$ cat src/rtl/axi4_arb_pkg.sv
// Shared widths, port index type and round-robin pick helper for the 2:1 AXI4 arbiter.
package axi4_arb_pkg;

    localparam int ADDR_W  = 32;
    localparam int ID_W    = 4;
    localparam int LEN_W   = 8;
    localparam int BURST_W = 2;
    localparam int DATA_W  = 32;
    localparam int STRB_W  = 4;
    localparam int RESP_W  = 2;

    typedef enum logic {
        PORT0 = 1'b0,
        PORT1 = 1'b1
    } port_e;

    // A lone requester always wins; contention is settled by the round-robin pointer.
    function automatic port_e rr_pick(input logic req0, input logic req1, input port_e ptr);
        port_e pick;
        if (req0 && req1) begin
            pick = ptr;
        end else if (req1) begin
            pick = PORT1;
        end else begin
            pick = PORT0;
        end
        return pick;
    endfunction

endpackage

$ cat src/rtl/axi4_arb_if.sv
// One AXI4 port (AW/W/B/AR/R); master drives commands and data, slave drives responses.
interface axi4_arb_if;
    import axi4_arb_pkg::*;

    logic               awvalid;
    logic [ADDR_W-1:0]  awaddr;
    logic [ID_W-1:0]    awid;
    logic [LEN_W-1:0]   awlen;
    logic [BURST_W-1:0] awburst;
    logic               awready;
    logic               wvalid;
    logic [DATA_W-1:0]  wdata;
    logic [STRB_W-1:0]  wstrb;
    logic               wlast;
    logic               wready;
    logic               bvalid;
    logic [RESP_W-1:0]  bresp;
    logic [ID_W-1:0]    bid;
    logic               bready;
    logic               arvalid;
    logic [ADDR_W-1:0]  araddr;
    logic [ID_W-1:0]    arid;
    logic [LEN_W-1:0]   arlen;
    logic [BURST_W-1:0] arburst;
    logic               arready;
    logic               rvalid;
    logic [DATA_W-1:0]  rdata;
    logic [RESP_W-1:0]  rresp;
    logic [ID_W-1:0]    rid;
    logic               rlast;
    logic               rready;

    modport master (
        output awvalid, awaddr, awid, awlen, awburst, input awready,
        output wvalid, wdata, wstrb, wlast, input wready,
        input  bvalid, bresp, bid, output bready,
        output arvalid, araddr, arid, arlen, arburst, input arready,
        input  rvalid, rdata, rresp, rid, rlast, output rready
    );

    modport slave (
        input  awvalid, awaddr, awid, awlen, awburst, output awready,
        input  wvalid, wdata, wstrb, wlast, output wready,
        output bvalid, bresp, bid, input bready,
        input  arvalid, araddr, arid, arlen, arburst, output arready,
        output rvalid, rdata, rresp, rid, rlast, input rready
    );

endinterface

$ cat src/rtl/axi4_arb_route_fifo.sv
// 1-bit route FIFO recording which upstream port owns each outstanding burst.
module axi4_arb_route_fifo #(
    parameter int ADDR_W = 2,
    parameter int DEPTH  = 4
) (
    input  logic clk_i,
    input  logic rst_i,
    input  logic push,
    input  logic push_data,
    input  logic pop,
    output logic full,
    output logic empty,
    output logic head
);

    localparam int SLOTS = 1 << ADDR_W;
    localparam logic [ADDR_W:0] FULL_COUNT = (ADDR_W + 1)'(DEPTH);

    logic [SLOTS-1:0]  mem_r;
    logic [ADDR_W-1:0] wr_ptr_r;
    logic [ADDR_W-1:0] rd_ptr_r;
    logic [ADDR_W:0]   count_r;
    logic              push_ok_s;
    logic              pop_ok_s;

    assign full      = (count_r == FULL_COUNT);
    assign empty     = (count_r == {(ADDR_W + 1){1'b0}});
    assign head      = mem_r[rd_ptr_r];
    assign pop_ok_s  = pop & ~empty;
    // A pop frees a slot in the same cycle, so a full FIFO still accepts a push alongside it.
    assign push_ok_s = push & (~full | pop_ok_s);

    // Storage, wrapping pointers and occupancy count.
    always_ff @(posedge clk_i or posedge rst_i) begin
        if (rst_i) begin
            mem_r    <= {SLOTS{1'b0}};
            wr_ptr_r <= {ADDR_W{1'b0}};
            rd_ptr_r <= {ADDR_W{1'b0}};
            count_r  <= {(ADDR_W + 1){1'b0}};
        end else begin
            if (push_ok_s) begin
                mem_r[wr_ptr_r] <= push_data;
                wr_ptr_r        <= wr_ptr_r + ADDR_W'(1);
            end
            if (pop_ok_s) begin
                rd_ptr_r <= rd_ptr_r + ADDR_W'(1);
            end
            case ({push_ok_s, pop_ok_s})
                2'b10:   count_r <= count_r + (ADDR_W + 1)'(1);
                2'b01:   count_r <= count_r - (ADDR_W + 1)'(1);
                default: count_r <= count_r;
            endcase
        end
    end

endmodule

$ cat src/rtl/axi4_arb.sv
// 2:1 AXI4 arbiter: round-robin AW and AR grants, W/B/R steered by grant-order route FIFOs.
module axi4_arb
    import axi4_arb_pkg::*;
#(
    parameter int OUTSTANDING_W = 4,
    parameter int OUTSTANDING_R = 4,
    parameter int FIFO_ADDR_W   = 2
) (
    input  logic       clk_i,
    input  logic       rst_i,
    axi4_arb_if.slave  inport0,
    axi4_arb_if.slave  inport1,
    axi4_arb_if.master outport
);

    logic  live_s;
    port_e aw_grant_s, aw_grant_r, aw_ptr_r;
    port_e ar_grant_s, ar_grant_r, ar_ptr_r;
    logic  aw_lock_r, ar_lock_r;
    logic  aw_room_s, ar_room_s, aw_fire_s, ar_fire_s;
    logic  w_full_s, w_empty_s, w_head_s, w_pop_s;
    logic  b_full_s, b_empty_s, b_head_s, b_pop_s;
    logic  r_full_s, r_empty_s, r_head_s, r_pop_s;

    // Outputs are forced low while reset is asserted, independent of the clock.
    assign live_s    = ~rst_i;
    assign aw_room_s = ~w_full_s & ~b_full_s;
    assign ar_room_s = ~r_full_s;
    assign aw_fire_s = outport.awvalid & outport.awready;
    assign ar_fire_s = outport.arvalid & outport.arready;

    // AW grant: the locked owner keeps the channel until its handshake.
    always_comb begin
        aw_grant_s = PORT0;
        if (aw_lock_r) begin
            aw_grant_s = aw_grant_r;
        end else begin
            aw_grant_s = rr_pick(inport0.awvalid, inport1.awvalid, aw_ptr_r);
        end
    end

    // AR grant, same policy with its own lock and pointer.
    always_comb begin
        ar_grant_s = PORT0;
        if (ar_lock_r) begin
            ar_grant_s = ar_grant_r;
        end else begin
            ar_grant_s = rr_pick(inport0.arvalid, inport1.arvalid, ar_ptr_r);
        end
    end

    // AW lock and round-robin pointer.
    always_ff @(posedge clk_i or posedge rst_i) begin
        if (rst_i) begin
            aw_lock_r  <= 1'b0;
            aw_grant_r <= PORT0;
            aw_ptr_r   <= PORT0;
        end else if (aw_fire_s) begin
            aw_lock_r  <= 1'b0;
            aw_grant_r <= aw_grant_s;
            aw_ptr_r   <= (aw_grant_s == PORT0) ? PORT1 : PORT0;
        end else if (outport.awvalid) begin
            aw_lock_r  <= 1'b1;
            aw_grant_r <= aw_grant_s;
        end
    end

    // AR lock and round-robin pointer.
    always_ff @(posedge clk_i or posedge rst_i) begin
        if (rst_i) begin
            ar_lock_r  <= 1'b0;
            ar_grant_r <= PORT0;
            ar_ptr_r   <= PORT0;
        end else if (ar_fire_s) begin
            ar_lock_r  <= 1'b0;
            ar_grant_r <= ar_grant_s;
            ar_ptr_r   <= (ar_grant_s == PORT0) ? PORT1 : PORT0;
        end else if (outport.arvalid) begin
            ar_lock_r  <= 1'b1;
            ar_grant_r <= ar_grant_s;
        end
    end

    assign outport.awvalid = live_s & aw_room_s &
                             ((aw_grant_s == PORT1) ? inport1.awvalid : inport0.awvalid);
    assign outport.awaddr  = (aw_grant_s == PORT1) ? inport1.awaddr  : inport0.awaddr;
    assign outport.awid    = (aw_grant_s == PORT1) ? inport1.awid    : inport0.awid;
    assign outport.awlen   = (aw_grant_s == PORT1) ? inport1.awlen   : inport0.awlen;
    assign outport.awburst = (aw_grant_s == PORT1) ? inport1.awburst : inport0.awburst;
    assign inport0.awready = live_s & aw_room_s & (aw_grant_s == PORT0) & outport.awready;
    assign inport1.awready = live_s & aw_room_s & (aw_grant_s == PORT1) & outport.awready;

    assign outport.arvalid = live_s & ar_room_s &
                             ((ar_grant_s == PORT1) ? inport1.arvalid : inport0.arvalid);
    assign outport.araddr  = (ar_grant_s == PORT1) ? inport1.araddr  : inport0.araddr;
    assign outport.arid    = (ar_grant_s == PORT1) ? inport1.arid    : inport0.arid;
    assign outport.arlen   = (ar_grant_s == PORT1) ? inport1.arlen   : inport0.arlen;
    assign outport.arburst = (ar_grant_s == PORT1) ? inport1.arburst : inport0.arburst;
    assign inport0.arready = live_s & ar_room_s & (ar_grant_s == PORT0) & outport.arready;
    assign inport1.arready = live_s & ar_room_s & (ar_grant_s == PORT1) & outport.arready;

    // W follows the oldest un-drained AW grant.
    assign outport.wvalid = live_s & ~w_empty_s & (w_head_s ? inport1.wvalid : inport0.wvalid);
    assign outport.wdata  = w_head_s ? inport1.wdata : inport0.wdata;
    assign outport.wstrb  = w_head_s ? inport1.wstrb : inport0.wstrb;
    assign outport.wlast  = w_head_s ? inport1.wlast : inport0.wlast;
    assign inport0.wready = live_s & ~w_empty_s & ~w_head_s & outport.wready;
    assign inport1.wready = live_s & ~w_empty_s &  w_head_s & outport.wready;
    assign w_pop_s        = outport.wvalid & outport.wready & outport.wlast;

    assign inport0.bvalid = live_s & ~b_empty_s & ~b_head_s & outport.bvalid;
    assign inport1.bvalid = live_s & ~b_empty_s &  b_head_s & outport.bvalid;
    assign inport0.bresp  = outport.bresp;
    assign inport1.bresp  = outport.bresp;
    assign inport0.bid    = outport.bid;
    assign inport1.bid    = outport.bid;
    assign outport.bready = live_s & ~b_empty_s & (b_head_s ? inport1.bready : inport0.bready);
    assign b_pop_s        = outport.bvalid & outport.bready;

    assign inport0.rvalid = live_s & ~r_empty_s & ~r_head_s & outport.rvalid;
    assign inport1.rvalid = live_s & ~r_empty_s &  r_head_s & outport.rvalid;
    assign inport0.rdata  = outport.rdata;
    assign inport1.rdata  = outport.rdata;
    assign inport0.rresp  = outport.rresp;
    assign inport1.rresp  = outport.rresp;
    assign inport0.rid    = outport.rid;
    assign inport1.rid    = outport.rid;
    assign inport0.rlast  = outport.rlast;
    assign inport1.rlast  = outport.rlast;
    assign outport.rready = live_s & ~r_empty_s & (r_head_s ? inport1.rready : inport0.rready);
    assign r_pop_s        = outport.rvalid & outport.rready & outport.rlast;

    axi4_arb_route_fifo #(.ADDR_W(FIFO_ADDR_W), .DEPTH(OUTSTANDING_W)) u_w_route (
        .clk_i(clk_i), .rst_i(rst_i), .push(aw_fire_s), .push_data(aw_grant_s == PORT1),
        .pop(w_pop_s), .full(w_full_s), .empty(w_empty_s), .head(w_head_s)
    );

    axi4_arb_route_fifo #(.ADDR_W(FIFO_ADDR_W), .DEPTH(OUTSTANDING_W)) u_b_route (
        .clk_i(clk_i), .rst_i(rst_i), .push(aw_fire_s), .push_data(aw_grant_s == PORT1),
        .pop(b_pop_s), .full(b_full_s), .empty(b_empty_s), .head(b_head_s)
    );

    axi4_arb_route_fifo #(.ADDR_W(FIFO_ADDR_W), .DEPTH(OUTSTANDING_R)) u_r_route (
        .clk_i(clk_i), .rst_i(rst_i), .push(ar_fire_s), .push_data(ar_grant_s == PORT1),
        .pop(r_pop_s), .full(r_full_s), .empty(r_empty_s), .head(r_head_s)
    );

endmodule

$ cat src/flat_wrapper.sv
// flat-port wrapper written by rule: the top's interface ports become plain ports
module axi4_arb_flat import axi4_arb_pkg::*;
#(
    parameter int OUTSTANDING_W = 4,
    parameter int OUTSTANDING_R = 4,
    parameter int FIFO_ADDR_W   = 2
)
  (clk_i, rst_i, inport0_awvalid, inport0_awaddr, inport0_awid, inport0_awlen, inport0_awburst, inport0_awready, inport0_wvalid, inport0_wdata, inport0_wstrb, inport0_wlast, inport0_wready, inport0_bvalid, inport0_bresp, inport0_bid, inport0_bready, inport0_arvalid, inport0_araddr, inport0_arid, inport0_arlen, inport0_arburst, inport0_arready, inport0_rvalid, inport0_rdata, inport0_rresp, inport0_rid, inport0_rlast, inport0_rready, inport1_awvalid, inport1_awaddr, inport1_awid, inport1_awlen, inport1_awburst, inport1_awready, inport1_wvalid, inport1_wdata, inport1_wstrb, inport1_wlast, inport1_wready, inport1_bvalid, inport1_bresp, inport1_bid, inport1_bready, inport1_arvalid, inport1_araddr, inport1_arid, inport1_arlen, inport1_arburst, inport1_arready, inport1_rvalid, inport1_rdata, inport1_rresp, inport1_rid, inport1_rlast, inport1_rready, outport_awvalid, outport_awaddr, outport_awid, outport_awlen, outport_awburst, outport_awready, outport_wvalid, outport_wdata, outport_wstrb, outport_wlast, outport_wready, outport_bvalid, outport_bresp, outport_bid, outport_bready, outport_arvalid, outport_araddr, outport_arid, outport_arlen, outport_arburst, outport_arready, outport_rvalid, outport_rdata, outport_rresp, outport_rid, outport_rlast, outport_rready);
  axi4_arb_if inport0_i ();
  axi4_arb_if inport1_i ();
  axi4_arb_if outport_i ();
  input  logic clk_i;
  input  logic rst_i;
  input wire logic [$bits(inport0_i.awvalid)-1:0] inport0_awvalid;
  input wire logic [$bits(inport0_i.awaddr)-1:0] inport0_awaddr;
  input wire logic [$bits(inport0_i.awid)-1:0] inport0_awid;
  input wire logic [$bits(inport0_i.awlen)-1:0] inport0_awlen;
  input wire logic [$bits(inport0_i.awburst)-1:0] inport0_awburst;
  output wire logic [$bits(inport0_i.awready)-1:0] inport0_awready;
  input wire logic [$bits(inport0_i.wvalid)-1:0] inport0_wvalid;
  input wire logic [$bits(inport0_i.wdata)-1:0] inport0_wdata;
  input wire logic [$bits(inport0_i.wstrb)-1:0] inport0_wstrb;
  input wire logic [$bits(inport0_i.wlast)-1:0] inport0_wlast;
  output wire logic [$bits(inport0_i.wready)-1:0] inport0_wready;
  output wire logic [$bits(inport0_i.bvalid)-1:0] inport0_bvalid;
  output wire logic [$bits(inport0_i.bresp)-1:0] inport0_bresp;
  output wire logic [$bits(inport0_i.bid)-1:0] inport0_bid;
  input wire logic [$bits(inport0_i.bready)-1:0] inport0_bready;
  input wire logic [$bits(inport0_i.arvalid)-1:0] inport0_arvalid;
  input wire logic [$bits(inport0_i.araddr)-1:0] inport0_araddr;
  input wire logic [$bits(inport0_i.arid)-1:0] inport0_arid;
  input wire logic [$bits(inport0_i.arlen)-1:0] inport0_arlen;
  input wire logic [$bits(inport0_i.arburst)-1:0] inport0_arburst;
  output wire logic [$bits(inport0_i.arready)-1:0] inport0_arready;
  output wire logic [$bits(inport0_i.rvalid)-1:0] inport0_rvalid;
  output wire logic [$bits(inport0_i.rdata)-1:0] inport0_rdata;
  output wire logic [$bits(inport0_i.rresp)-1:0] inport0_rresp;
  output wire logic [$bits(inport0_i.rid)-1:0] inport0_rid;
  output wire logic [$bits(inport0_i.rlast)-1:0] inport0_rlast;
  input wire logic [$bits(inport0_i.rready)-1:0] inport0_rready;
  input wire logic [$bits(inport1_i.awvalid)-1:0] inport1_awvalid;
  input wire logic [$bits(inport1_i.awaddr)-1:0] inport1_awaddr;
  input wire logic [$bits(inport1_i.awid)-1:0] inport1_awid;
  input wire logic [$bits(inport1_i.awlen)-1:0] inport1_awlen;
  input wire logic [$bits(inport1_i.awburst)-1:0] inport1_awburst;
  output wire logic [$bits(inport1_i.awready)-1:0] inport1_awready;
  input wire logic [$bits(inport1_i.wvalid)-1:0] inport1_wvalid;
  input wire logic [$bits(inport1_i.wdata)-1:0] inport1_wdata;
  input wire logic [$bits(inport1_i.wstrb)-1:0] inport1_wstrb;
  input wire logic [$bits(inport1_i.wlast)-1:0] inport1_wlast;
  output wire logic [$bits(inport1_i.wready)-1:0] inport1_wready;
  output wire logic [$bits(inport1_i.bvalid)-1:0] inport1_bvalid;
  output wire logic [$bits(inport1_i.bresp)-1:0] inport1_bresp;
  output wire logic [$bits(inport1_i.bid)-1:0] inport1_bid;
  input wire logic [$bits(inport1_i.bready)-1:0] inport1_bready;
  input wire logic [$bits(inport1_i.arvalid)-1:0] inport1_arvalid;
  input wire logic [$bits(inport1_i.araddr)-1:0] inport1_araddr;
  input wire logic [$bits(inport1_i.arid)-1:0] inport1_arid;
  input wire logic [$bits(inport1_i.arlen)-1:0] inport1_arlen;
  input wire logic [$bits(inport1_i.arburst)-1:0] inport1_arburst;
  output wire logic [$bits(inport1_i.arready)-1:0] inport1_arready;
  output wire logic [$bits(inport1_i.rvalid)-1:0] inport1_rvalid;
  output wire logic [$bits(inport1_i.rdata)-1:0] inport1_rdata;
  output wire logic [$bits(inport1_i.rresp)-1:0] inport1_rresp;
  output wire logic [$bits(inport1_i.rid)-1:0] inport1_rid;
  output wire logic [$bits(inport1_i.rlast)-1:0] inport1_rlast;
  input wire logic [$bits(inport1_i.rready)-1:0] inport1_rready;
  output wire logic [$bits(outport_i.awvalid)-1:0] outport_awvalid;
  output wire logic [$bits(outport_i.awaddr)-1:0] outport_awaddr;
  output wire logic [$bits(outport_i.awid)-1:0] outport_awid;
  output wire logic [$bits(outport_i.awlen)-1:0] outport_awlen;
  output wire logic [$bits(outport_i.awburst)-1:0] outport_awburst;
  input wire logic [$bits(outport_i.awready)-1:0] outport_awready;
  output wire logic [$bits(outport_i.wvalid)-1:0] outport_wvalid;
  output wire logic [$bits(outport_i.wdata)-1:0] outport_wdata;
  output wire logic [$bits(outport_i.wstrb)-1:0] outport_wstrb;
  output wire logic [$bits(outport_i.wlast)-1:0] outport_wlast;
  input wire logic [$bits(outport_i.wready)-1:0] outport_wready;
  input wire logic [$bits(outport_i.bvalid)-1:0] outport_bvalid;
  input wire logic [$bits(outport_i.bresp)-1:0] outport_bresp;
  input wire logic [$bits(outport_i.bid)-1:0] outport_bid;
  output wire logic [$bits(outport_i.bready)-1:0] outport_bready;
  output wire logic [$bits(outport_i.arvalid)-1:0] outport_arvalid;
  output wire logic [$bits(outport_i.araddr)-1:0] outport_araddr;
  output wire logic [$bits(outport_i.arid)-1:0] outport_arid;
  output wire logic [$bits(outport_i.arlen)-1:0] outport_arlen;
  output wire logic [$bits(outport_i.arburst)-1:0] outport_arburst;
  input wire logic [$bits(outport_i.arready)-1:0] outport_arready;
  input wire logic [$bits(outport_i.rvalid)-1:0] outport_rvalid;
  input wire logic [$bits(outport_i.rdata)-1:0] outport_rdata;
  input wire logic [$bits(outport_i.rresp)-1:0] outport_rresp;
  input wire logic [$bits(outport_i.rid)-1:0] outport_rid;
  input wire logic [$bits(outport_i.rlast)-1:0] outport_rlast;
  output wire logic [$bits(outport_i.rready)-1:0] outport_rready;
  assign inport0_i.awvalid = inport0_awvalid;
  assign inport0_i.awaddr = inport0_awaddr;
  assign inport0_i.awid = inport0_awid;
  assign inport0_i.awlen = inport0_awlen;
  assign inport0_i.awburst = inport0_awburst;
  assign inport0_awready = inport0_i.awready;
  assign inport0_i.wvalid = inport0_wvalid;
  assign inport0_i.wdata = inport0_wdata;
  assign inport0_i.wstrb = inport0_wstrb;
  assign inport0_i.wlast = inport0_wlast;
  assign inport0_wready = inport0_i.wready;
  assign inport0_bvalid = inport0_i.bvalid;
  assign inport0_bresp = inport0_i.bresp;
  assign inport0_bid = inport0_i.bid;
  assign inport0_i.bready = inport0_bready;
  assign inport0_i.arvalid = inport0_arvalid;
  assign inport0_i.araddr = inport0_araddr;
  assign inport0_i.arid = inport0_arid;
  assign inport0_i.arlen = inport0_arlen;
  assign inport0_i.arburst = inport0_arburst;
  assign inport0_arready = inport0_i.arready;
  assign inport0_rvalid = inport0_i.rvalid;
  assign inport0_rdata = inport0_i.rdata;
  assign inport0_rresp = inport0_i.rresp;
  assign inport0_rid = inport0_i.rid;
  assign inport0_rlast = inport0_i.rlast;
  assign inport0_i.rready = inport0_rready;
  assign inport1_i.awvalid = inport1_awvalid;
  assign inport1_i.awaddr = inport1_awaddr;
  assign inport1_i.awid = inport1_awid;
  assign inport1_i.awlen = inport1_awlen;
  assign inport1_i.awburst = inport1_awburst;
  assign inport1_awready = inport1_i.awready;
  assign inport1_i.wvalid = inport1_wvalid;
  assign inport1_i.wdata = inport1_wdata;
  assign inport1_i.wstrb = inport1_wstrb;
  assign inport1_i.wlast = inport1_wlast;
  assign inport1_wready = inport1_i.wready;
  assign inport1_bvalid = inport1_i.bvalid;
  assign inport1_bresp = inport1_i.bresp;
  assign inport1_bid = inport1_i.bid;
  assign inport1_i.bready = inport1_bready;
  assign inport1_i.arvalid = inport1_arvalid;
  assign inport1_i.araddr = inport1_araddr;
  assign inport1_i.arid = inport1_arid;
  assign inport1_i.arlen = inport1_arlen;
  assign inport1_i.arburst = inport1_arburst;
  assign inport1_arready = inport1_i.arready;
  assign inport1_rvalid = inport1_i.rvalid;
  assign inport1_rdata = inport1_i.rdata;
  assign inport1_rresp = inport1_i.rresp;
  assign inport1_rid = inport1_i.rid;
  assign inport1_rlast = inport1_i.rlast;
  assign inport1_i.rready = inport1_rready;
  assign outport_awvalid = outport_i.awvalid;
  assign outport_awaddr = outport_i.awaddr;
  assign outport_awid = outport_i.awid;
  assign outport_awlen = outport_i.awlen;
  assign outport_awburst = outport_i.awburst;
  assign outport_i.awready = outport_awready;
  assign outport_wvalid = outport_i.wvalid;
  assign outport_wdata = outport_i.wdata;
  assign outport_wstrb = outport_i.wstrb;
  assign outport_wlast = outport_i.wlast;
  assign outport_i.wready = outport_wready;
  assign outport_i.bvalid = outport_bvalid;
  assign outport_i.bresp = outport_bresp;
  assign outport_i.bid = outport_bid;
  assign outport_bready = outport_i.bready;
  assign outport_arvalid = outport_i.arvalid;
  assign outport_araddr = outport_i.araddr;
  assign outport_arid = outport_i.arid;
  assign outport_arlen = outport_i.arlen;
  assign outport_arburst = outport_i.arburst;
  assign outport_i.arready = outport_arready;
  assign outport_i.rvalid = outport_rvalid;
  assign outport_i.rdata = outport_rdata;
  assign outport_i.rresp = outport_rresp;
  assign outport_i.rid = outport_rid;
  assign outport_i.rlast = outport_rlast;
  assign outport_rready = outport_i.rready;
  axi4_arb #(.OUTSTANDING_W(OUTSTANDING_W), .OUTSTANDING_R(OUTSTANDING_R), .FIFO_ADDR_W(FIFO_ADDR_W)) u_core (.clk_i(clk_i), .rst_i(rst_i), .inport0(inport0_i), .inport1(inport1_i), .outport(outport_i));
endmodule
$ cat config.mk
export PLATFORM = sky130hd
export DESIGN_NAME = axi4_arb_flat
export DESIGN_NICKNAME = d
export VERILOG_FILES = /design/src/rtl/axi4_arb_pkg.sv /design/src/rtl/axi4_arb_if.sv /design/src/rtl/axi4_arb_route_fifo.sv /design/src/rtl/axi4_arb.sv /design/src/flat_wrapper.sv
export SDC_FILE = /design/constraint.sdc
export NUM_CORES = 1
export LEC_CHECK = 0
export BUFFER_PORTS_ARGS = -buffer_cell sky130_fd_sc_hd__buf_2
export CORE_AREA = 2 2 216 218
export DETAILED_ROUTE_END_ITERATION = 10
export DIE_AREA = 0 0 218 220
export HOLD_SLACK_MARGIN = 0.02
export PLACE_DENSITY = 0.42
export SYNTH_ARGS = -nofsm -noshare
export SYNTH_HDL_FRONTEND = slang
export SYNTH_SLANG_ARGS = --single-unit
$ cat constraint.sdc
create_clock -name clk_i -period 7.8 [get_ports clk_i]
set_clock_uncertainty 0.2 [all_clocks]
set_input_delay 1.56 -clock clk_i [delete_from_list [all_inputs] [get_ports clk_i]]
set_output_delay 1.56 -clock clk_i [all_outputs]
set_load 0.02 [all_outputs]
Word level (Yosys, flattened, before mapping)

Cells that the tools add are included.

Equal/unequal tests: 9
Bitwise gates (word level): 59
Add/sub/neg operators: 12
Magnitude comparators: 9
Reductions and logical operators: 13
Multiplexer cells: 50

Operators by type and width:

| kind                                                                                 | count |
|---|---|
| 32-bit 2-to-1 mux                                                                    | 3 |
| 1-bit AND                                                                            | 44 |
| 1-bit 2-to-1 mux                                                                     | 28 |
| 2-bit by 3-bit less-than comparator with 1-bit output (second input constant)        | 6 |
| 3-bit one-hot mux with 2 select lines                                                | 3 |
| 8-bit 2-to-1 mux                                                                     | 2 |
| 2-bit by 1-bit adder with 2-bit output (second input constant)                       | 6 |
| 4-bit bitwise mux                                                                    | 3 |
| 4-bit 2-to-1 mux                                                                     | 3 |
| 1-bit NOT                                                                            | 12 |
| 2-bit nonzero test                                                                   | 5 |
| 3-bit by 1-bit adder with 3-bit output (second input constant)                       | 3 |
| 3-bit == test (second input constant)                                                | 3 |
| 3-bit logical NOT                                                                    | 3 |
| 3-bit by 1-bit subtractor with 3-bit output (second input constant)                  | 3 |
| 1-bit binary-select mux with 2-bit select                                            | 3 |
| 1-bit demux with 2-bit select                                                        | 3 |
| 2-bit by 1-bit == test with 1-bit output (second input constant)                     | 3 |
| 2-bit == test (second input constant)                                                | 3 |
| 2-bit by 1-bit greater-or-equal comparator with 1-bit output (second input constant) | 3 |
| 1-bit logical AND                                                                    | 5 |
| 2-bit 2-to-1 mux                                                                     | 2 |
| 1-bit bitwise OR                                                                     | 3 |

Register bits after elaboration: 39
Word-level logic and storage cells: 170

Depth between registers and ports, before layout

Gate-level depths: netlist of the first run.

Word-level depth: 11
Gate-level depth with buffers: 12
Mapped depth without buffers: 10

Modules after synthesis

A second synthesis of the first run with hierarchy kept.

Cells, all modules: 488
Area, all modules: 4870.9 µm²

Modules (own cells, without submodules):

| module                                     | instances | sequential area each (µm²) | cells an instance | area an instance (µm²) |
|---|---|---|---|---|
| axi4_arb                                   | 1         | 150.1                      | 303               | 2837.7 |
| axi4_arb_route_fifo (u_core.u_b_route ...) | 2         | 275.3                      | 67                | 705.7 |
| axi4_arb_route_fifo (u_core.u_w_route)     | 1         | 275.3                      | 51                | 621.8 |

Worst setup path before layout of the first run

OpenSTA, ideal clock, no wires.

Kind: input port to output port
Start: input port rst_i
End: output port inport1_bvalid
Buffers on the path: 0
Data required time: 6.040 ns
Stages on the path: 3
Data arrival time: 3.109 ns
Path slack: 2.931 ns
Cell sequence: inv_1 nand3_1 nor2b_1

Cells in the longest elaborated chain, start to end: 4

RTL lines:

| item                   | line               | RTL |
|---|---|---|
| start, declared        | flat_wrapper.sv:13 | `input logic rst_i;` |
| 1-bit NOT              | axi4_arb.sv:26     | `assign live_s = ~rst_i;` |
| 1-bit AND (3 in a row) | axi4_arb.sv:112    | `assign inport1.bvalid = live_s & ~b_empty_s & b_head_s & outport.bvalid;` |
| end, declared          | flat_wrapper.sv:52 | `output wire logic [$bits(inport1_i.bvalid)-1:0] inport1_bvalid;` |

Every way passes these cells.

Final worst setup path of the first run

Start: input port inport0_arvalid
End: output port outport_arburst[1]

Cells in the longest elaborated chain, start to end: 4

RTL lines:

| item              | line               | RTL |
|---|---|---|
| start, declared   | flat_wrapper.sv:29 | `input wire logic [$bits(inport0_i.arvalid)-1:0] inport0_arvalid;` |
| 1-bit logical AND | axi4_arb_pkg.sv:20 | `if (req0 && req1) begin` |
| 1-bit 2-to-1 mux  | axi4_arb_pkg.sv:20 |  |
| 1-bit 2-to-1 mux  | axi4_arb.sv:45     | `if (ar_lock_r) begin` |
| 2-bit 2-to-1 mux  | axi4_arb.sv:98     | `assign outport.arburst = (ar_grant_s == PORT1) ? inport1.arburst : inport0.arburst;` |
| end, declared     | flat_wrapper.sv:87 | `output wire logic [$bits(outport_i.arburst)-1:0] outport_arburst;` |

Every way passes these cells.

==> results of run 1 <==
[where the power goes]
| part | switching, W | total (W) | leakage, nW | internal, W |
|---|---|---|---|---|
| Combinational | 0.00103 | 0.00185 | 2.75 | 0.000826 |
| Clock | 0.0000822 | 0.000210 | 0.0731 | 0.000128 |
| Sequential | 0.0000877 | 0.000394 | 0.453 | 0.000306 |
[layout make-up]
cell class | instances | area, sq um
Timing Repair Buffer | 424 | 2130
Inverter | 19 | 71.32
Fill cell | 5228 | 39150
Clock inverter | 2 | 16.27
Multi-Input combinational cell | 275 | 2623
Clock buffer | 6 | 138.9
Sequential cell | 39 | 975.9
Tap cell | 607 | 759.5
[cells by family (layout without fill, tap and decap cells)]
kind of cell             count (synthesis)  count (layout)  share of synthesized area, %
XOR/XNOR                                17              17                         3.353
multiplexers                           145             145                         37.48
adder cells (fa/ha/maj)                 18              18                         5.579
flip-flops                              39              39                         21.98
AND/OR/NAND/NOR                         58              58                         7.157
AO/OA/AOI/OAI                           37              37                         5.438
buffers and inverters                  128             451                         19.02
[metal layers]
layer | up-vias | global-route usage [%] | wire, um
met4 | 4 | 3.311 | 723
li1 | 2102 | - | -
met1 | 2014 | 6.373 | 5978
met3 | 55 | 1.753 | 1757
met5 | - | 0 | 23
met2 | 288 | 10.84 | 8097
[metrics by stage]
stage          power [W]  std cells
2_1_floorplan   0.001826        442
3_3_place_gp    0.002262       1364
3_5_place_dp    0.002280       1364
4_1_cts         0.002503       1372
5_1_grt         0.002648       1372
6_report        0.002455       1372
[how the worst max path moves through the flow]
stage	start	to	slack, ns
detailed placement	inport0_arvalid	outport_araddr[9]	2.64
finish	inport0_arvalid	outport_arburst[1]	2.65
global placement	inport0_arvalid	outport_arid[0]	2.69
floorplan	rst_i	inport1_bvalid	2.93
global route	inport0_arvalid	outport_araddr[9]	2.51
CTS	inport0_arvalid	outport_araddr[21]	2.64
[cell usage in the layout (no fill, tap or decap), types with 2 or more instances in the layout]
| master | count |
|---|---|
| buf_2 | 421 |
| mux2_2 | 136 |
| dfrtp_1 | 39 |
| inv_1 | 19 |
| a31oi_1 | 17 |
| ha_1 | 15 |
| nor2_1 | 12 |
| xor2_1 | 10 |
| nand2_1 | 9 |
| xnor2_1 | 7 |
| o21ai_0 | 6 |
| nand3_1 | 6 |
| mux2i_1 | 5 |
| nand4_1 | 5 |
| clkbuf_16 | 5 |
| nor3b_1 | 4 |
| and2_1 | 4 |
| mux4_2 | 3 |
| and3_1 | 3 |
| nor3_1 | 3 |
| o21a_1 | 3 |
| a21oi_1 | 3 |
| fa_1 | 3 |
| buf_4 | 3 |
| o2bb2ai_1 | 2 |
| or3_1 | 2 |
| and2_2 | 2 |
| nor2b_1 | 2 |
[flip-flops by register name (all words and copies together), names as in the netlist]
name	flops
u_core.u_b_route.wr_ptr_r	2
u_core.ar_grant_r	1
u_core.u_r_route.rd_ptr_r	2
u_core.u_w_route.rd_ptr_r	2
u_core.u_w_route.count_r	3
u_core.aw_ptr_r	1
u_core.u_b_route.count_r	3
u_core.u_b_route.rd_ptr_r	2
u_core.aw_lock_r	1
u_core.u_r_route.count_r	3
u_core.u_b_route.mem_r	4
u_core.u_r_route.wr_ptr_r	2
u_core.ar_ptr_r	1
u_core.aw_grant_r	1
u_core.u_w_route.mem_r	4
u_core.u_r_route.mem_r	4
u_core.u_w_route.wr_ptr_r	2
u_core.ar_lock_r	1
==> impl_metrics.yaml, run 1 <==
critical_path:
  timing.rr.end: "u_core.u_b_route.count_r[2]$_DFFE_PP0P_"
  r2r_slack_ns: 4.38
  cp-end-kind: "output port"
  critPathArrivalTime_ns: 3.39
  cp_common_cell: "buf_2"
  required_ns: 6.04
  worstSetupStartpointType: "input port"
  crit_buf_inv: 3
  crit_cells: 6
  path_cells: "buf_2 -> inv_1 -> o21ai_0 -> o21a_2 -> mux2_2 -> buf_2"
  cp_slowest_cell: "o21a_2"
  rr_worst_depth: 10
  crit_family: "compound AO/OA/AOI/OAI gates"
  r2r-start: "u_core.aw_lock_r$_DFFE_PP0P_"
  slowest_delay_ns: 0.89
  critPathKind: "in2out"
  cp_max_fo: 49
finish:
  fin_nets: 1102
  final_util_pct: 14.64
  final_layout_size_suffix_gt1_share_pct: 75.69
  final_cell_area_sq_um: 6714
  antennaDiodeCount: 0
  syn_to_final_growth_pct: 51.20
synthesis:
  synth-seq-cells: 39
  synth_edf_count: 0
  synth_common_cells: "136 x mux2_2, 92 x buf_4, 39 x dfrtp_1"
  ys.warnings.count: 0
  yosysTopAreaCellShare_pct: 34.49
  synth_area_per_cell_sq_um: 10.05
  ys_seq_area_share_pct: 21.98
  yosys.area.top_type: "mux2_2"
  synth_area_sq_um: 4441
  async_flop_share_pct: 100.0
  synth_cells: 442
  synth_top_flop_cell: "dfrtp_1"
  yosysMostFrequentCell: "mux2_2"
  syn_nets: 780
  ys_types: 40
  yosys-top-cells-area: "mux2_2 34%, dfrtp_1 22%, buf_4 16%"
floorplanning:
  core_sq_um: 45860
  die_w_um: 218
  initial_core_util_pct: 9.682
  rows: 79
  die_y_um: 220
  die_area_sq_um: 47960
  boundaryPins: 554
power_and_ir_drop:
  peakVddDrop_mv: 0.1252
  leakage_nw: 3.277
  p_per_area_nw_per_um2: 365.7
detailed_routing:
  postRouteAntennaNets: 0
  firstDrtPassIters: 4
  drc: 0
  num_vias: 4463
  drt_iter0_markers: 134
  routed_wirelength_um: 16580
  wl_per_cell_um: 12.08
  avgViaCountPerCell: 3.253
global_route:
  gr-total-overflow: 0
  antenna_found_initial: 5
  track_usage_pct: 6.052
  grt_pass1_wl_um: 22240
  grt_max_degree: 50
  grt_pass1_vias: 3965
timing:
  hold_viol_final: 0
  tns_ns: 0
  setup_viol: 0
  slew_violations: 0
  period_share_pct: 66.06
  rsz0062_at_grt: "no"
  relSlewSlack_pct: 25.48
  hold_ws_ns: 0.2787
  max_slew.worst_pin.slew_ns: 1.118
  max_freq_ghz: 0.1941
  period_minus_slack_ns: 5.153
  fin_ws_ns: 2.647
placement:
  dpl.hpwl_um: 14350
  dp_slack_ns: 2.637
  gp_congestion: 0.7131
  port_buffers: 421
  placed_cell_area_sq_um: 6559
outcome:
  outcome: "finished clean"
min_path:
  hold_depth: 1
  worstHoldStart: "u_core.u_b_route.rd_ptr_r[1]$_DFFE_PP0P_"
  whs_endpoint: "u_core.u_b_route.rd_ptr_r[1]$_DFFE_PP0P_"
  hp-class: "reg2reg"
clock_network:
  clk_pin_slew_ns: 0.06
  clk_latency_ns: 0.28
  clock_sinks: 39
  cts_tree: "yes"
  cts_setup_buffers: 0
  clk_root_buffer_cell: "clkbuf_16"
  holdBufCountCts: 0
  clock_path_buffers: 2
  htreeDepth: 2
  cts_made_buffers: 5
  cts_resized: 0
run:
  maxCapViolations: 0
(Power assumes the default switching activity.)
==> inputs of run 2 (changes only) <==
- CORE_AREA: 2 2 216 218 -> 2 2 217 219
- DIE_AREA: 0 0 218 220 -> 0 0 219 221
- PLACE_DENSITY: 0.42 -> 0.43
- clock period: 7.8 -> 4.55 ns (I/O delays scaled with it)
==> impl_metrics.yaml, run 2 (synthesized netlist as in run 1, its figures left out) <==
floorplanning:
  die_w_um: 219
  die_y_um: 221
  boundaryPins: 554
  core_sq_um: 46060
  initial_core_util_pct: 9.640
  die_area_sq_um: 48400
  rows: 79
critical_path:
  cp_max_fo: 42
  r2r_slack_ns: 1.42
  critPathKind: "reg2out"
  rr_worst_depth: 9
  cp-end-kind: "output port"
  path_cells: "mux4_2 -> mux2_2 -> buf_2"
  slowest_delay_ns: 0.99
  critPathArrivalTime_ns: 2.37
  timing.rr.end: "u_core.u_w_route.count_r[2]$_DFFE_PP0P_"
  worstSetupStartpointType: "flop"
  cp_slowest_cell: "mux4_2"
  r2r-start: "u_core.u_w_route.rd_ptr_r[0]$_DFFE_PP0P_"
  required_ns: 3.44
min_path:
  whs_endpoint: "u_core.u_b_route.rd_ptr_r[1]$_DFFE_PP0P_"
  worstHoldStart: "u_core.u_b_route.rd_ptr_r[1]$_DFFE_PP0P_"
  hold_depth: 1
  hp-class: "reg2reg"
timing:
  hold_ws_ns: 0.2822
  max_freq_ghz: 0.2871
  relSlewSlack_pct: 36.36
  tns_ns: 0
  slew_violations: 0
  hold_viol_final: 0
  max_slew.worst_pin.slew_ns: 0.9546
  period_share_pct: 76.54
  rsz0062_at_grt: "no"
  period_minus_slack_ns: 3.483
  setup_viol: 0
detailed_routing:
  num_vias: 4416
  drt_iter0_markers: 158
  postRouteAntennaNets: 0
  drc: 0
  avgViaCountPerCell: 3.207
  wl_per_cell_um: 11.71
  firstDrtPassIters: 4
  routed_wirelength_um: 16120
clock_network:
  cts_resized: 0
  cts_tree: "yes"
  cts_setup_buffers: 0
  clock_path_buffers: 2
  htreeDepth: 2
  clk_pin_slew_ns: 0.06
  clk_root_buffer_cell: "clkbuf_16"
  holdBufCountCts: 0
  clock_sinks: 39
  cts_made_buffers: 5
  clk_latency_ns: 0.29
global_route:
  grt_max_degree: 47
  antenna_found_initial: 2
  track_usage_pct: 6.255
  gr-total-overflow: 0
  grt_pass1_wl_um: 23380
  grt_pass1_vias: 4419
power_and_ir_drop:
  leakage_nw: 3.307
  p_int_w: 0.002182
  combPwrFrac_pct: 76.0
  peakVddDrop_mv: 0.3039
  sw_frac_of_total_pct: 48.69
  seqPwrFrac_pct: 15.9
  p_per_area_nw_per_um2: 628.8
  p_sw_w: 0.002071
  p_clk_share_pct: 8.1
outcome:
  outcome: "finished clean"
run:
  maxCapViolations: 0
placement:
  dpl.hpwl_um: 14020
  gp_congestion: 0.7584
  port_buffers: 421
finish:
  biggestRegsByFlops: "u_core.u_b_route.mem_r: 4 flops, u_core.u_r_route.mem_r: 4 flops, u_core.u_w_route.mem_r: 4 flops"
  final_cell_mix: "421 x buf_2, 136 x mux2_2, 39 x dfrtp_1"
  final_layout_size_suffix_gt1_share_pct: 75.81
  final_util_pct: 14.68
  layout_commonest_cell: "buf_2"
  fin_nets: 1107
  num-fill-cells: 5201
  syn_to_final_growth_pct: 52.30
-- run 2: worst max path at each step --
stage                                             start                 end  slack [ns]  depth (start not counted)
3_5_place_dp                            inport0_awvalid  outport_awaddr[27]        1.07                          7
2_1_floorplan                                     rst_i      inport1_bvalid        0.98                          3
5_1_grt        u_core.u_w_route.rd_ptr_r[0]$_DFFE_PP0P_   outport_wdata[24]        0.89                          3
6_report       u_core.u_w_route.rd_ptr_r[0]$_DFFE_PP0P_   outport_wdata[24]        1.07                          3
4_1_cts        u_core.u_w_route.rd_ptr_r[0]$_DFFE_PP0P_   outport_wdata[24]        0.99                          3
3_3_place_gp                            inport0_awvalid    outport_awlen[7]        1.08                          7
-- run 2: cell type report --
class / instances / area, sq um / share of cell area (%)
Tap cell: 607 / 759.5 / 11.23
Inverter: 19 / 71.32 / 1.055
Clock buffer: 5 / 125.1 / 1.850
Multi-Input combinational cell: 275 / 2623 / 38.78
Antenna cell: 1 / 2.502 / 0.03700
Sequential cell: 39 / 975.9 / 14.43
Timing Repair Buffer: 429 / 2192 / 32.41
Clock inverter: 2 / 13.76 / 0.2035
-- run 2: worst max-delay path: cells and delay by family, from the launching register on --
family	cells	cell delay, ns
flip-flops	1	0.43
buffers and inverters	1	0.17
multiplexers	2	1.44
-- run 2: stage by stage --
step	total power, W	setup WS (ns)	cell area, sq um	cells
after floorplan	0.003131	0.9814	4441	442
after global placement	0.003942	1.084	6621	1369
after detailed placement	0.003970	1.070	6621	1369
after CTS	0.004337	0.9855	6760	1376
after global routing	0.004597	0.8946	6760	1376
final	0.004253	1.067	6763	1377
-- run 2: metal layers --
| metal | track usage (%) | part of all wire (%) | up-vias |
|---|---|---|---|
| met5 | 0 | 0.074 | - |
| met4 | 3.139 | 3.1 | 2 |
| met3 | 1.443 | 9.8 | 30 |
| met2 | 11.59 | 50 | 284 |
| met1 | 6.529 | 37 | 1989 |
| li1 | - | - | 2111 |
-- run 2: power groups by stage --
stage / logic (W) / registers [W] / clock network [W]
finish: 0.00323 / 0.000676 / 0.000343
CTS: 0.00329 / 0.000680 / 0.000362
global route: 0.00351 / 0.000711 / 0.000375
detailed placement: 0.00328 / 0.000685 / 0
floorplan: 0.00249 / 0.000637 / 0
global placement: 0.00326 / 0.000683 / 0
